[src/rtl/spi_slv_pkg.sv]
// rtl/spi_slv_pkg.sv - opcodes, status signature, frame edge indices and FSM states for spi_slv_bridge
package spi_slv_pkg;

  localparam logic [7:0] OP_WR      = 8'h00;
  localparam logic [7:0] OP_RD      = 8'h01;
  localparam logic [3:0] STATUS_SIG = 4'h5;

  // Rising-edge numbers (1-based from ss_n fall) that close each frame field.
  localparam logic [6:0] EDGE_INSTR_LAST = 7'd8;
  localparam logic [6:0] EDGE_ADDR_LAST  = 7'd41;
  localparam logic [6:0] EDGE_WDATA_LAST = 7'd73;
  // Edge count at the falling edges where the outgoing shift register is loaded.
  localparam logic [6:0] EDGE_RD_LOAD    = 7'd48;
  localparam logic [6:0] EDGE_STAT_LOAD  = 7'd80;
  // Edge count at the falling edge after the last status bit has been sampled.
  localparam logic [6:0] EDGE_LAST       = 7'd88;

  typedef enum logic [2:0] {
    ST_IDLE    = 3'd0,
    ST_CMD     = 3'd1,
    ST_ADDR    = 3'd2,
    ST_RD_WAIT = 3'd3,
    ST_WR_DATA = 3'd4,
    ST_STAT    = 3'd5,
    ST_DRAIN   = 3'd6
  } state_t;

endpackage

[src/rtl/spi_slv_sync_edge.sv]
// rtl/spi_slv_sync_edge.sv - synchronizers for sck/ss_n/mosi plus edge detection in the clk domain
// Ports: clk, rst (sync, active-high); sck, ss_n, mosi asynchronous inputs;
//        sck_rise/sck_fall/ss_rise/ss_fall one-cycle pulses; mosi_s synchronized mosi.
// SYNC_STAGES must be >= 2.
module spi_slv_sync_edge #(
  parameter int SYNC_STAGES = 2
) (
  input  logic clk,
  input  logic rst,
  input  logic sck,
  input  logic ss_n,
  input  logic mosi,
  output logic sck_rise,
  output logic sck_fall,
  output logic ss_rise,
  output logic ss_fall,
  output logic mosi_s
);

  logic [SYNC_STAGES-1:0] sck_sync_q, sck_sync_d;
  logic [SYNC_STAGES-1:0] ss_sync_q, ss_sync_d;
  logic [SYNC_STAGES-1:0] mosi_sync_q, mosi_sync_d;
  logic                   sck_prev_q, sck_prev_d;
  logic                   ss_prev_q, ss_prev_d;

  // mosi goes through the same depth as sck so a sampled bit lines up with its edge.
  always_comb begin
    sck_sync_d  = {sck_sync_q[SYNC_STAGES-2:0], sck};
    ss_sync_d   = {ss_sync_q[SYNC_STAGES-2:0], ss_n};
    mosi_sync_d = {mosi_sync_q[SYNC_STAGES-2:0], mosi};
    sck_prev_d  = sck_sync_q[SYNC_STAGES-1];
    ss_prev_d   = ss_sync_q[SYNC_STAGES-1];
  end

  always_ff @(posedge clk) begin
    if (rst) begin
      sck_sync_q  <= '0;
      ss_sync_q   <= '1;
      mosi_sync_q <= '0;
      sck_prev_q  <= 1'b0;
      ss_prev_q   <= 1'b1;
    end else begin
      sck_sync_q  <= sck_sync_d;
      ss_sync_q   <= ss_sync_d;
      mosi_sync_q <= mosi_sync_d;
      sck_prev_q  <= sck_prev_d;
      ss_prev_q   <= ss_prev_d;
    end
  end

  assign sck_rise = sck_sync_q[SYNC_STAGES-1] & ~sck_prev_q;
  assign sck_fall = ~sck_sync_q[SYNC_STAGES-1] & sck_prev_q;
  assign ss_rise  = ss_sync_q[SYNC_STAGES-1] & ~ss_prev_q;
  assign ss_fall  = ~ss_sync_q[SYNC_STAGES-1] & ss_prev_q;
  assign mosi_s   = mosi_sync_q[SYNC_STAGES-1];

endmodule

[src/rtl/spi_slv_bridge.sv]
// rtl/spi_slv_bridge.sv - SPI mode-0 slave turning fixed 89-edge frames into 32-bit bus transactions
// Ports: clk, rst (sync, active-high); sck, ss_n, mosi, miso SPI side;
//        bus_req/bus_we/bus_addr/bus_wdata request, bus_rdata/bus_ack completion.
// Macro SPI_BUS_TIMEOUT_EN: builds a TIMEOUT_CYC-cycle bus_ack timeout that drops bus_req and flags err.
module spi_slv_bridge
  import spi_slv_pkg::*;
#(
  parameter int SYNC_STAGES = 2,
  parameter int TIMEOUT_CYC = 32
) (
  input  logic        clk,
  input  logic        rst,
  input  logic        sck,
  input  logic        ss_n,
  input  logic        mosi,
  output logic        miso,
  output logic        bus_req,
  output logic        bus_we,
  output logic [31:0] bus_addr,
  output logic [31:0] bus_wdata,
  input  logic [31:0] bus_rdata,
  input  logic        bus_ack
);

  logic sck_rise, sck_fall, ss_rise, ss_fall, mosi_s;

  spi_slv_sync_edge #(.SYNC_STAGES(SYNC_STAGES)) u_sync (
    .clk      (clk),
    .rst      (rst),
    .sck      (sck),
    .ss_n     (ss_n),
    .mosi     (mosi),
    .sck_rise (sck_rise),
    .sck_fall (sck_fall),
    .ss_rise  (ss_rise),
    .ss_fall  (ss_fall),
    .mosi_s   (mosi_s)
  );

  state_t      state_q, state_d;
  logic [6:0]  cnt_q, cnt_d;
  logic [31:0] rx_q, rx_d;
  logic [39:0] tx_q, tx_d;
  logic        miso_q, miso_d;
  logic        rd_q, rd_d;
  logic [31:0] addr_q, addr_d;
  logic        done_q, done_d;
  logic        err_q, err_d;
  logic        bad_q, bad_d;
  logic        res_valid_q, res_valid_d;
  logic [31:0] rdata_q, rdata_d;
  logic        bus_req_q, bus_req_d;
  logic        bus_we_q, bus_we_d;
  logic [31:0] bus_addr_q, bus_addr_d;
  logic [31:0] bus_wdata_q, bus_wdata_d;

  logic        timeout_hit;
  logic [31:0] rx_shift;
  logic [6:0]  cnt_inc;
  logic [7:0]  status;
  logic [39:0] load_v;
  logic        load;

`ifdef SPI_BUS_TIMEOUT_EN
  localparam int              TO_W    = (TIMEOUT_CYC > 2) ? $clog2(TIMEOUT_CYC) : 1;
  localparam logic [TO_W-1:0] TO_LAST = TO_W'(TIMEOUT_CYC - 1);

  logic [TO_W-1:0] to_cnt_q, to_cnt_d;

  // Counts cycles of an outstanding request; bus_req is high for TIMEOUT_CYC cycles at most.
  always_comb begin
    to_cnt_d = '0;
    if (bus_req_q && !bus_ack && !timeout_hit) to_cnt_d = to_cnt_q + TO_W'(1);
  end

  always_ff @(posedge clk) begin
    if (rst) to_cnt_q <= '0;
    else     to_cnt_q <= to_cnt_d;
  end

  assign timeout_hit = bus_req_q && (to_cnt_q == TO_LAST);
`else
  logic timeout_cfg_unused;
  assign timeout_cfg_unused = (TIMEOUT_CYC > 0);
  assign timeout_hit        = 1'b0;
`endif

  always_comb begin
    state_d     = state_q;
    cnt_d       = cnt_q;
    rx_d        = rx_q;
    tx_d        = tx_q;
    miso_d      = miso_q;
    rd_d        = rd_q;
    addr_d      = addr_q;
    done_d      = done_q;
    err_d       = err_q;
    bad_d       = bad_q;
    res_valid_d = res_valid_q;
    rdata_d     = rdata_q;
    bus_req_d   = bus_req_q;
    bus_we_d    = bus_we_q;
    bus_addr_d  = bus_addr_q;
    bus_wdata_d = bus_wdata_q;
    rx_shift    = {rx_q[30:0], mosi_s};
    cnt_inc     = cnt_q + 7'd1;
    status      = {STATUS_SIG, 1'b0, bad_q, err_q, done_q};
    load_v      = '0;
    load        = 1'b0;

    // Bus completion. res_valid marks a request whose result still belongs to the
    // current frame; results of aborted or already-reported requests are dropped.
    if (bus_req_q && bus_ack) begin
      bus_req_d = 1'b0;
      if (res_valid_q) begin
        done_d      = 1'b1;
        rdata_d     = bus_rdata;
        res_valid_d = 1'b0;
      end
    end else if (timeout_hit) begin
      bus_req_d = 1'b0;
      if (res_valid_q) begin
        err_d       = 1'b1;
        res_valid_d = 1'b0;
      end
    end

    if (ss_rise) begin
      state_d     = ST_IDLE;
      cnt_d       = '0;
      miso_d      = 1'b0;
      tx_d        = '0;
      res_valid_d = 1'b0;
    end else if (ss_fall) begin
      state_d     = ST_CMD;
      cnt_d       = '0;
      miso_d      = 1'b0;
      tx_d        = '0;
      done_d      = 1'b0;
      err_d       = 1'b0;
      bad_d       = 1'b0;
      res_valid_d = 1'b0;
    end else if (state_q != ST_IDLE) begin
      if (sck_rise) begin
        cnt_d = cnt_inc;
        rx_d  = rx_shift;
        case (state_q)
          ST_CMD: begin
            if (cnt_inc == EDGE_INSTR_LAST) begin
              if (rx_shift[7:0] == OP_WR || rx_shift[7:0] == OP_RD) begin
                rd_d    = (rx_shift[7:0] == OP_RD);
                state_d = ST_ADDR;
              end else begin
                bad_d   = 1'b1;
                state_d = ST_DRAIN;
              end
            end
          end
          // Edge 9 shifts in too but is pushed out of rx before edge 41.
          ST_ADDR: begin
            if (cnt_inc == EDGE_ADDR_LAST) begin
              addr_d = rx_shift;
              if (rd_q) begin
                state_d     = ST_RD_WAIT;
                bus_req_d   = 1'b1;
                bus_we_d    = 1'b0;
                bus_addr_d  = rx_shift;
                res_valid_d = 1'b1;
              end else begin
                state_d = ST_WR_DATA;
              end
            end
          end
          ST_WR_DATA: begin
            if (cnt_inc == EDGE_WDATA_LAST) begin
              bus_req_d   = 1'b1;
              bus_we_d    = 1'b1;
              bus_addr_d  = addr_q;
              bus_wdata_d = rx_shift;
              res_valid_d = 1'b1;
            end
          end
          default: ;
        endcase
      end else if (sck_fall) begin
        case (state_q)
          // Read data is frozen here: a later ack neither changes data nor sets done.
          ST_RD_WAIT: begin
            if (cnt_q == EDGE_RD_LOAD) begin
              load   = 1'b1;
              load_v = {(done_q ? rdata_q : 32'h0), status};
            end
          end
          ST_WR_DATA, ST_DRAIN: begin
            if (cnt_q == EDGE_STAT_LOAD) begin
              load   = 1'b1;
              load_v = {status, 32'h0};
            end
          end
          ST_STAT: begin
            if (cnt_q == EDGE_LAST) begin
              state_d = ST_IDLE;
              cnt_d   = '0;
              miso_d  = 1'b0;
              tx_d    = '0;
            end else begin
              miso_d = tx_q[39];
              tx_d   = {tx_q[38:0], 1'b0};
            end
          end
          default: ;
        endcase
        if (load) begin
          state_d     = ST_STAT;
          miso_d      = load_v[39];
          tx_d        = {load_v[38:0], 1'b0};
          done_d      = done_q;
          err_d       = err_q;
          res_valid_d = 1'b0;
        end
      end
    end
  end

  always_ff @(posedge clk) begin
    if (rst) begin
      state_q     <= ST_IDLE;
      cnt_q       <= '0;
      rx_q        <= '0;
      tx_q        <= '0;
      miso_q      <= 1'b0;
      rd_q        <= 1'b0;
      addr_q      <= '0;
      done_q      <= 1'b0;
      err_q       <= 1'b0;
      bad_q       <= 1'b0;
      res_valid_q <= 1'b0;
      rdata_q     <= '0;
      bus_req_q   <= 1'b0;
      bus_we_q    <= 1'b0;
      bus_addr_q  <= '0;
      bus_wdata_q <= '0;
    end else begin
      state_q     <= state_d;
      cnt_q       <= cnt_d;
      rx_q        <= rx_d;
      tx_q        <= tx_d;
      miso_q      <= miso_d;
      rd_q        <= rd_d;
      addr_q      <= addr_d;
      done_q      <= done_d;
      err_q       <= err_d;
      bad_q       <= bad_d;
      res_valid_q <= res_valid_d;
      rdata_q     <= rdata_d;
      bus_req_q   <= bus_req_d;
      bus_we_q    <= bus_we_d;
      bus_addr_q  <= bus_addr_d;
      bus_wdata_q <= bus_wdata_d;
    end
  end

  assign miso      = miso_q;
  assign bus_req   = bus_req_q;
  assign bus_we    = bus_we_q;
  assign bus_addr  = bus_addr_q;
  assign bus_wdata = bus_wdata_q;

endmodule

[config.mk]
export PLATFORM = sky130hd
export DESIGN_NAME = spi_slv_bridge
export DESIGN_NICKNAME = d
export VERILOG_FILES = /design/src/rtl/spi_slv_pkg.sv /design/src/rtl/spi_slv_sync_edge.sv /design/src/rtl/spi_slv_bridge.sv
export SDC_FILE = /design/constraint.sdc
export NUM_CORES = 1
export LEC_CHECK = 0
export BUFFER_PORTS_ARGS = -buffer_cell sky130_fd_sc_hd__buf_2
export CAP_MARGIN = 0
export CORE_MARGIN = 5
export CORE_UTILIZATION = 63
export DETAILED_ROUTE_END_ITERATION = 6
export MAX_ROUTING_LAYER = met4
export PLACE_DENSITY = 0.85
export SKIP_CTS_REPAIR_TIMING = 1
export SYNTH_ARGS = -nofsm -noshare
export SYNTH_HDL_FRONTEND = slang
export SYNTH_SLANG_ARGS = --single-unit
[constraint.sdc]
create_clock -name clk -period 5.2 [get_ports clk]
set_clock_uncertainty 0.2 [all_clocks]
set_input_delay 1.3 -clock clk [delete_from_list [all_inputs] [get_ports clk]]
set_output_delay 1.3 -clock clk [all_outputs]
set_load 0.1 [all_outputs]
==> impl_results.md, run 1 <==
* Status: completed
* Mapped Nets at 1075
* Clock buffer depth at 3
* H-tree depth at 1
* Clk root buf: clkbuf_16
* CTS Buf Count at 23
* Critical path depth at 8
* Post-Synthesis Cells at 1029
* Crit path capture type: flop
* Initial drt markers at 609
* Reg clk slew, reported paths at 60 ps
* Post-layout net count at 1137
* Critical Path Sink: bus_addr[2]
* Rows at 44
* Warnings from Yosys at 0
* CP delay by family, top: buffers and inverters
* Worst EP arrival at 3530 ps
* Post-synth top area cell: dfxtp_1
* Register area at 0.00446 sq mm
* RSZ-0062 raised after global routing: no
* Area growth from synthesis to layout at 14.2%
* Avg Inst Size Synth at 8.98 sq um
* Layout Utilization at 72.9%
* Grt ovf at 0
* Fin crit period at 3360 ps
* EDFF count, synth at 0
* Fillers at 1034
* Multi-input logic area at 0.00443 sq mm
* Static Leak at 0.00436 uW
* Hold_ws at 209 ps
* Total Wirelength at 19900 um
* Final setup viols at 0
* R2R setup slack at 1840 ps
* VDD IR max at 0.235 mV
* Hold Crit Class: reg -> reg
* Initial core utilization at 63.8%
* Max Fanout on Critical Path at 35
* Fin. max-slew vios at 0
* Asr flop ratio synth at 0%
* Synth cell types at 54
* Antenna violations before repair at 0
* WS Path Type: reg -> reg
* Delay of the slowest critical-path stage at 580 ps
* Max_slew headroom at 20.0%
* Setup TNS at 0 ps
* Fin crit share at 64.6%
* IO buf count at 104
* Share of cells above drive strength 1 at 15.5%
* Antenna cells at 0
* Post-synth top cells: 223 x dfxtp_1, 149 x nor2_1, 142 x nand2_1
* Total number of vias at 7427
* Die W at 131 um
* CP Cell Sequence: nor3b_2 -> buf_4 -> and4_1 -> nand4_4 -> buf_4 -> a22o_1 -> buf_4 -> mux2_1
* Reg2Reg Depth at 8
* Core Area at 0.0145 sq mm
* First-pass iteration count of the detailed router at 6
* Drt wl/cell at 15.4 um
* Die Ht at 131 um
* HPWL after DPL at 12000 um
* TritonCTS clock tree: done
* Clock latency at the later pin of the worst-skew pair at 490 ps
* Crit path buf inv count at 3
* First element of the critical path: state_q[2]
* Clock sink count at 223
* Crit Reg-Reg Startpoint: state_q[2]
* R2r endpoint: bus_addr[2]
* Drt drc at 0
* Total GRT Usage at 23.0%
* Vias in the first global route at 7035
* Worst path slowest cell: dfxtp_1
* Max Freq at 298 MHz
* Post-DRT Antenna Nets at 0
* Cell with the most instances after synthesis: dfxtp_1
* Global-route wire length before repair at 33800 um
* Post-synth design cell area at 0.00924 sq mm
* Most used cell, CP: buf_4
* Worst-margin pin slew at 1190 ps
* Ys flop type: dfxtp_1
* Worst EP required at 5360 ps
* Largest net degree at the start of global routing at 126
* Flop and latch count out of synthesis at 223
* I/O pin count at 105
* CP Launch Type: flop
* Power Density at 326 mW/mm^2
* Sequential area share after synthesis at 48.3%
* Final RePlAce weighted congestion at 0.879
* Detailed-route vias per instance at 5.76
* Final hold viol count at 0
* Die area at 0.0172 sq mm
* Yosys top cell area share at 48.3%
* Max cap viols at 0
* Largest cells by area after synthesis: dfxtp_1 48%, mux2i_1 11%, nor2_1 6.1%, nand2_1 5.8%, a21oi_1 4.7%
-- logic make-up (layout without fill, tap and decap cells) --
logic type               count (synthesis)  in the layout  share of synthesized area [%]
buffers and inverters                   91            167                           3.98
adder cells (fa/ha/maj)                  8              8                           1.08
flip-flops                             223            223                           48.3
XOR/XNOR                                 2              2                          0.190
AO/OA/AOI/OAI                          189            189                           12.9
AND/OR/NAND/NOR                        384            384                           18.8
multiplexers                           132            132                           14.7
-- power by group --
part           total (uW)  internal, uW  switching [uW]
clock network        1660          1010             644
logic                63.7          18.2            45.5
registers            1710          1710            2.67
total                3430          2740             692
-- flip-flops by register name (all words and copies together), names as in the netlist --
name and flops:
cnt_q 7, u_sync.ss_prev_q 1, addr_q 32, bus_wdata 32, rd_q 1, res_valid_q 1, u_sync.mosi_sync_q 2, bus_req 1
u_sync.ss_sync_q 2, done_q 1, tx_q 39, state_q 3, bad_q 1, rx_q 31, u_sync.sck_sync_q 2, bus_we 1
bus_addr 32, miso 1, u_sync.sck_prev_q 1, rdata_q 32
-- cell usage in the layout (no fill, tap or decap), types with 4 or more instances in the layout --
cell,count
dfxtp_1,223
nor2_1,148
nand2_1,142
buf_2,103
mux2i_1,100
a21oi_1,86
nor2b_1,38
a211oi_1,33
a22oi_1,32
mux2_1,30
clkbuf_16,23
o21ai_0,13
inv_1,12
buf_4,11
ha_1,8
nand3_1,7
nor3_1,7
o211ai_1,5
nand4_1,5
nand2b_1,5
clkinv_2,5
and2_1,4
nand4b_1,4
or2_2,4
clkbuf_8,4
-- how the worst min path moves through the flow --
stage / from / endpoint / slack (ps) / depth (start not counted)
2_1_floorplan: u_sync.ss_sync_q[0] / u_sync.ss_sync_q[1] / 190 / 1
3_5_place_dp: u_sync.ss_sync_q[0] / u_sync.ss_sync_q[1] / 200 / 1
4_1_cts: u_sync.ss_sync_q[0] / u_sync.ss_sync_q[1] / 210 / 1
5_1_grt: u_sync.ss_sync_q[0] / u_sync.ss_sync_q[1] / 230 / 1
3_3_place_gp: u_sync.ss_sync_q[0] / u_sync.ss_sync_q[1] / 200 / 1
6_report: u_sync.ss_sync_q[0] / u_sync.ss_sync_q[1] / 210 / 1
-- layout make-up --
class	instances	area share, %
inverters	13	0.463
clock inverters	10	1.23
flip-flops and latches	223	42.3
repair buffers	115	5.78
well taps	184	2.18
multi-input cells	715	42.0
clock buffers	29	6.05
-- per-layer routing --
metal	global-route usage, %	vias to the layer above	share of wire [%]	wire, um
met3	3.67	38	4.9	978
li1	-	3651	-	-
met4	5.60	0	2.0	405
met5	-	-	0	0
met2	36.0	197	48	9570
met1	31.3	3541	45	8940
-- per-stage QoR --
step | power, uW | worst slack, ps | cell area (sq um) | instances
after floorplan | 1790 | 2440 | 9240 | 1029
after global placement | 1820 | 1740 | 9780 | 1250
after detailed placement | 1820 | 1700 | 9780 | 1250
after CTS | 3450 | 1880 | 10500 | 1289
after global routing | 3540 | 1680 | 10500 | 1289
final | 3430 | 1840 | 10500 | 1289
No activity file was read; power rests on OpenSTA's default activity.
==> run 2: changes to the inputs <==
ABC_AREA = 1   (was default)
CORE_UTILIZATION = 52   (was 63)
PLACE_DENSITY = 0.75   (was 0.85)
clock period = 2.7 ns   (was 5.2 ns; I/O delays follow)
==> impl_results.md, run 2 <==
* H-tree depth at 1 (unchanged)
* Total GRT Usage at 20.5% (-2.4 points)
* Total Wirelength at 21100 um (+5.9%)
* Net Sw Power at 1390 uW (+100%)
* R2R setup slack at 70 ps (-1770 ps)
* Post-synthesis compound-gate area fraction at 22.3% (+9.4 points)
* Reg2Reg Depth at 9 (+1)
* Register area at 0.00446 sq mm (unchanged)
* Fin. max-slew vios at 0 (unchanged)
* CTS Buf Count at 23 (unchanged)
* Clock latency at the later pin of the worst-skew pair at 510 ps (+20 ps)
* Hold Crit Class: in -> reg
* Combinational family with the most area after synthesis: compound AO/OA/AOI/OAI gates
* Crit path capture type: flop
* Crit Reg-Reg Startpoint: cnt_q[0]
* Int Pwr at 5260 uW (+92%)
* Max Freq at 380 MHz (+28%)
* Asr flop ratio synth at 0% (unchanged)
* Metal3 WL at 1190 um (+21%)
* Final RePlAce weighted congestion at 0.907 (+3.2%)
* Core Area at 0.0166 sq mm (+15%)
* Uppermost routed layer: met4
* Initial core utilization at 52.9% (-11 points)
* CP Cell Sequence: ha_1 -> nand3_1 -> xor2_1 -> inv_1 -> nand2_1 -> nor2_1 -> nand3_2 -> nor2_2 -> a21oi_1
* TritonCTS clock tree: done
* Max reg flops at 39 (unchanged)
* Post-Synthesis Cells at 1132 (+10%)
* Simple-gate share of the synthesized area at 18.1% (-0.69 points)
* Largest net degree at the start of global routing at 81 (-36%)
* Min-Delay Startpoint: ss_n
* Multi-input logic area at 0.00371 sq mm (-16%)
* Leading cell type in the layout, fill and taps excluded: nand2_1
* Post-synth top cells: 292 x nand2_1, 223 x dfxtp_1, 183 x a21oi_1
* Share of cells above drive strength 1 at 15.4% (-0.078 points)
* Cell with the most instances after synthesis: nand2_1
* Fillers at 1479 (+43%)
* Final setup viols at 0 (unchanged)
* EDFF count, synth at 0 (unchanged)
* Power Density at 647 mW/mm^2 (+99%)
* Sequential area share after synthesis at 50.9% (+2.6 points)
* Max_slew headroom at 51.1% (+31 points)
* Die W at 140 um (+6.7%)
* Clk root buf: clkbuf_16
* Synth cell types at 38 (-30%)
* Largest cells by area after synthesis: dfxtp_1 51%, nand2_1 13%, a21oi_1 10%, o21ai_0 6.1%, inv_1 3.1%
* Initial drt markers at 581 (-4.6%)
* WHS Path Cells at 2 (+1)
* Area growth from synthesis to layout at 17.2%
* RSZ-0062 raised after global routing: yes
* Worst path slowest cell: nor2_2
* Antenna cells at 0 (unchanged)
* First-pass iteration count of the detailed router at 5 (-1)
* Static Leak at 0.00393 uW (-9.9%)
* Reg clk slew, reported paths at 60 ps (about the same)
* Yosys top cell area share at 50.9% (+2.6 points)
* Part of the power in registers at 49.7% (-0.2 points)
* Most frequent cells in the layout: 292 x nand2_1, 223 x dfxtp_1, 183 x a21oi_1
* Hold_ws at 147 ps (-62.1 ps)
* Worst EP required at 2860 ps (-2500 ps)
* Antenna violations before repair at 0 (unchanged)
* Fin crit share at 97.5% (+33 points)
* Hold Path End: u_sync.ss_sync_q[0]
* Drt drc at 0 (unchanged)
* Delay of the slowest critical-path stage at 650 ps (+70 ps)
* Net Sw Frac at 20.9% (+0.76 points)
* Vias in the first global route at 7078 (+0.61%)
* WL met2 at 9720 um (+1.6%)
* Grt ovf at 0 (unchanged)
* Die area at 0.0196 sq mm (+14%)
* Die Ht at 140 um (+6.7%)
* Global-route wire length before repair at 33900 um (+0.37%)
* Adder-Cell Fraction of Synth Area at 1.14% (+0.058 points)
* Clock buffer depth at 3 (unchanged)
* CP Launch Type: flop
* IO buf count at 104 (unchanged)
* Layout Utilization at 61.9% (-11 points)
* Avg Inst Size Synth at 7.74 sq um (-14%)
* Final hold viol count at 0 (unchanged)
* Total number of vias at 7728 (+4.1%)
* I/O pin count at 105 (unchanged)
* Warnings from Yosys at 0 (unchanged)
* Clock sink count at 223 (unchanged)
* Post-synth top area cell: dfxtp_1
* Comb pwr share at 2.5% (+0.6 points)
* Post-DRT Antenna Nets at 0 (unchanged)
* Largest register by flop count: tx_q
* Clk network pwr share at 47.7% (-0.5 points)
* Max Fanout on Critical Path at 15 (-57%)
* Drt wl/cell at 14.5 um (-6.1%)
* Worst-margin pin slew at 732 ps (-459 ps)
* Mapped Nets at 1178 (+9.6%)
* WS Path Type: reg -> reg
* Rows at 47 (+6.8%)
* Status: completed
* Met1 Wirelength at 9660 um (+8.1%)
* Mux contribution to synthesized area at 0% (-15 points)
* R2r endpoint: bus_wdata[15]
* VDD IR max at 0.436 mV (+85%)
* Post-synthesis xor/xnor area fraction at 0.200% (+0.010 points)
* HPWL after DPL at 13300 um (+10%)
* Flop and latch count out of synthesis at 223 (unchanged)
* Ys flop type: dfxtp_1
* Post-layout net count at 1263 (+11%)
* Post-synth design cell area at 0.00877 sq mm (-5.1%)
* Detailed-route vias per instance at 5.31 (-7.8%)
* Max cap viols at 0 (unchanged)
* Fin crit period at 2630 ps (-728 ps)
* Worst EP arrival at 2800 ps (-730 ps)
## run 2: cell types whose count changed in the layout (fill, tap and decap cells not counted), sizes merged, moves of 28 or more
cell and delta:
a211oi -31, a21oi +97, a22oi -28, inv +67, mux2 -32, mux2i -100
nand2 +152, nor2 -106, nor2b -38, o21a +29, o21ai +94
## run 2: area by class of cell
class | instances | area share, %
Multi-Input combinational cell | 759 | 36.1
Tap cell | 220 | 2.68
Inverter | 80 | 2.92
Sequential cell | 223 | 43.5
Timing Repair Buffer | 130 | 7.39
Clock buffer | 34 | 6.49
Clock inverter | 8 | 0.914
## run 2: cells by family (layout without fill, tap and decap cells)
group / count (synthesis) / count (layout)
adders and majority gates: 8 / 8
xor gates and xnor gates: 2 / 2
and+or+nand+nor: 383 / 386
DFF: 223 / 223
AOI/OAI and AO/OA: 363 / 363
buffers and inverters: 153 / 252
## run 2: how the worst max path moves through the flow
stage	slack (ps)	endpoint	startpoint
after floorplan	470	done_q	bus_req
after global placement	-9	bus_wdata[9]	cnt_q[0]
after detailed placement	-150	bus_wdata[11]	cnt_q[0]
after CTS	-200	bus_wdata[27]	cnt_q[0]
after global routing	-90	bus_addr[25]	cnt_q[0]
final	70	bus_wdata[15]	cnt_q[0]
## run 2: routing by layer
| layer | vias up | GRT usage [%] |
|---|---|---|
| met1 | 3565 | 27.3 |
| met5 | - | - |
| met3 | 34 | 3.81 |
| li1 | 3933 | - |
| met4 | 0 | 5.51 |
| met2 | 196 | 32.3 |
## run 2: power by group through the flow
| stage | clock [uW] | sequential, uW | combinational (uW) |
|---|---|---|---|
| finish | 3180 | 3310 | 168 |
| global route | 3380 | 3310 | 187 |
| global placement | 0 | 3380 | 164 |
| detailed placement | 0 | 3380 | 166 |
| floorplan | 0 | 3380 | 104 |
| CTS | 3230 | 3310 | 167 |
## run 2: worst max-delay path, delay by kind of cell, from the launching register on
family | cells | cell delay (ps)
AO/OA/AOI/OAI | 1 | 150
XOR/XNOR | 1 | 170
adder cells (fa/ha/maj) | 1 | 230
buffers and inverters | 1 | 60
flip-flops | 1 | 390
AND/OR/NAND/NOR | 5 | 1280
## run 2: through the flow
stage	TNS (ps)	setup slack [ps]	area, sq um	std cells	total power (uW)
floorplan	0	472	8770	1132	3480
CTS	-3050	-197	10200	1451	6700
finish	0	67.5	10300	1454	6650
detailed placement	-2550	-153	9470	1409	3550
global placement	-26.1	-9.41	9470	1409	3540
global route	-3130	-94.9	10300	1454	6870
==> run 3: changes to the inputs <==
ABC_AREA = default   (was 1)
CORE_UTILIZATION = 55   (was 52)
CTS_BUF_LIST = sky130_fd_sc_hd__clkbuf_8   (was default)
GPL_TIMING_DRIVEN = 0   (was default)
PLACE_DENSITY = 0.79   (was 0.75)
==> impl_results.md, run 3 (same netlist as run 1, synthesis figures left out) <==
* Status: completed
* Power Density at 594 mW/mm^2 (-8.3%)
* Max Freq at 381 MHz (+0.39%)
* Grt ovf at 0 (unchanged)
* TritonCTS clock tree: done
* CTS Buf Count at 37 (+61%)
* Clock sink count at 223 (unchanged)
* Net Sw Power at 1430 uW (+3.0%)
* Antenna cells at 0 (unchanged)
* Final instance area at 0.0110 sq mm (+7.4%)
* Max reg flops at 39 (unchanged)
* Final RePlAce weighted congestion at 0.889 (-2.0%)
* WL met2 at 10600 um (+8.6%)
* Reg clk slew, reported paths at 70 ps (about the same)
* Max Fanout on Critical Path at 10 (-5)
* Clk root buf: clkbuf_8
* Hold Crit Class: in -> reg
* Worst EP arrival at 2830 ps (+30 ps)
* WS Path Type: reg -> reg
* HPWL after DPL at 15400 um (+16%)
* Global-route wire length before repair at 37300 um (+9.9%)
* Final setup viols at 0 (unchanged)
* Crit path capture type: flop
* Clock latency at the later pin of the worst-skew pair at 530 ps (+20 ps)
* Die Ht at 140 um (-0.17%)
* H-tree depth at 2 (+1)
* Fin. max-slew vios at 0 (unchanged)
* First-pass iteration count of the detailed router at 5 (unchanged)
* Core Area at 0.0165 sq mm (-0.35%)
* Uppermost routed layer: met4
* Worst EP required at 2910 ps (+50 ps)
* Max_slew headroom at 46.1% (-5.0 points)
* Total Wirelength at 22300 um (+6.0%)
* Share of cells above drive strength 1 at 18.3% (+2.9 points)
* CP Cell Sequence: nor3b_1 -> clkbuf_2 -> and4_1 -> nand4_4 -> a22o_2 -> buf_2 -> mux2_1
* Most frequent cells in the layout: 221 x dfxtp_1, 149 x nor2_1, 142 x nand2_1
* Int Pwr at 5110 uW (-2.8%)
* Fillers at 1345 (-9.1%)
* Worst-margin pin slew at 808 ps (+75.9 ps)
* Total GRT Usage at 23.0% (+2.4 points)
* Detailed-route vias per instance at 5.55 (+4.4%)
* I/O pin count at 105 (unchanged)
* Setup WS post-layout at 77.6 ps (+10.1 ps)
* Static Leak at 0.00462 uW (+17%)
* Metal3 WL at 1400 um (+18%)
* Fin crit share at 97.1% (-0.38 points)
* Leading cell type in the layout, fill and taps excluded: dfxtp_1
* Total number of vias at 7938 (+2.7%)
* Largest net degree at the start of global routing at 11 (-86%)
* RSZ-0062 raised after global routing: yes
* Tot Pwr at 6550 uW (-1.6%)
* Initial drt markers at 473 (-19%)
* Rows at 47 (unchanged)
* Initial core utilization at 55.9% (+3.0 points)
* Comb pwr share at 2.3% (-0.2 points)
* Post-DRT Antenna Nets at 0 (unchanged)
* IO buf count at 103 (-0.96%)
* Max cap viols at 0 (unchanged)
* Clock buffer depth at 3 (unchanged)
* Post-layout net count at 1228 (-2.8%)
* Area growth from synthesis to layout at 19.4%
* Largest register by flop count: tx_q
* Part of the power in registers at 50.4% (+0.7 points)
* Clk network pwr share at 47.3% (-0.4 points)
* Met1 Wirelength at 9970 um (+3.1%)
* Vias in the first global route at 7675 (+8.4%)
* Die area at 0.0195 sq mm (-0.34%)
* Antenna violations before repair at 0 (unchanged)
* Fin crit period at 2620 ps (-10.1 ps)
* Drt drc at 0 (unchanged)
* Die W at 140 um (-0.17%)
* Net Sw Frac at 21.9% (+0.97 points)
* Setup TNS at 0 ps (unchanged)
* VDD IR max at 0.451 mV (+3.4%)
* Delay of the slowest critical-path stage at 400 ps (-250 ps)
* CP Launch Type: flop
* Drt wl/cell at 15.6 um (+7.7%)
* Worst path slowest cell: dfxtp_1
* R2R setup slack at 80 ps (about the same)
* Placed Area at 0.0100 sq mm (+5.9%)
* Final hold viol count at 0 (unchanged)
* Worst slack at placement at -334 ps (-181 ps)
## run 3: through the flow
stage	hold WS (ps)	cells	utilization, %
floorplan	189	1029	-
CTS	120	1420	65.5
global route	125	1431	66.7
finish	139	1431	66.7
detailed placement	200	1352	60.7
global placement	195	1352	60.7
## run 3: power by group through the flow
stage	clock network, uW	logic (uW)	registers (uW)
finish	3100	151	3300
global route	3310	165	3300
CTS	3140	149	3300
detailed placement	0	148	3370
global placement	0	146	3370
floorplan	0	81.8	3370
## run 3: routing by layer
metal | global-route usage [%] | vias to the layer above
li1 | - | 3845
met1 | 30.1 | 3789
met2 | 36.5 | 257
met3 | 4.19 | 47
met4 | 6.94 | 0
met5 | - | -
## run 3: final cells by class
class | count | area (sq um) | share of cell area (%)
multi-input cells | 715 | 4480 | 40.6
flip-flops and latches | 223 | 4470 | 40.5
clock buffers | 51 | 702 | 6.36
repair buffers | 115 | 606 | 5.49
plain buffers | 77 | 350 | 3.18
well taps | 220 | 275 | 2.50
clock inverters | 17 | 97.6 | 0.885
inverters | 13 | 48.8 | 0.442
## run 3: final timing paths
kind | from | end | cells after the start
worst max-delay path | state_q[2] | bus_addr[5] | 7
worst min-delay path | ss_n | u_sync.ss_sync_q[0] | 2
worst max register to register | state_q[2] | bus_addr[5] | 7
worst min register to register | u_sync.ss_sync_q[0] | u_sync.ss_sync_q[1] | 1
## run 3: worst max-delay path: cells and delay by family (launching register included)
| family | cells | cell delay [ps] |
|---|---|---|
| AOI/OAI and AO/OA | 1 | 360 |
| and+or+nand+nor | 3 | 650 |
| DFF | 1 | 400 |
| buffers and inverters | 2 | 530 |
| muxes | 1 | 340 |
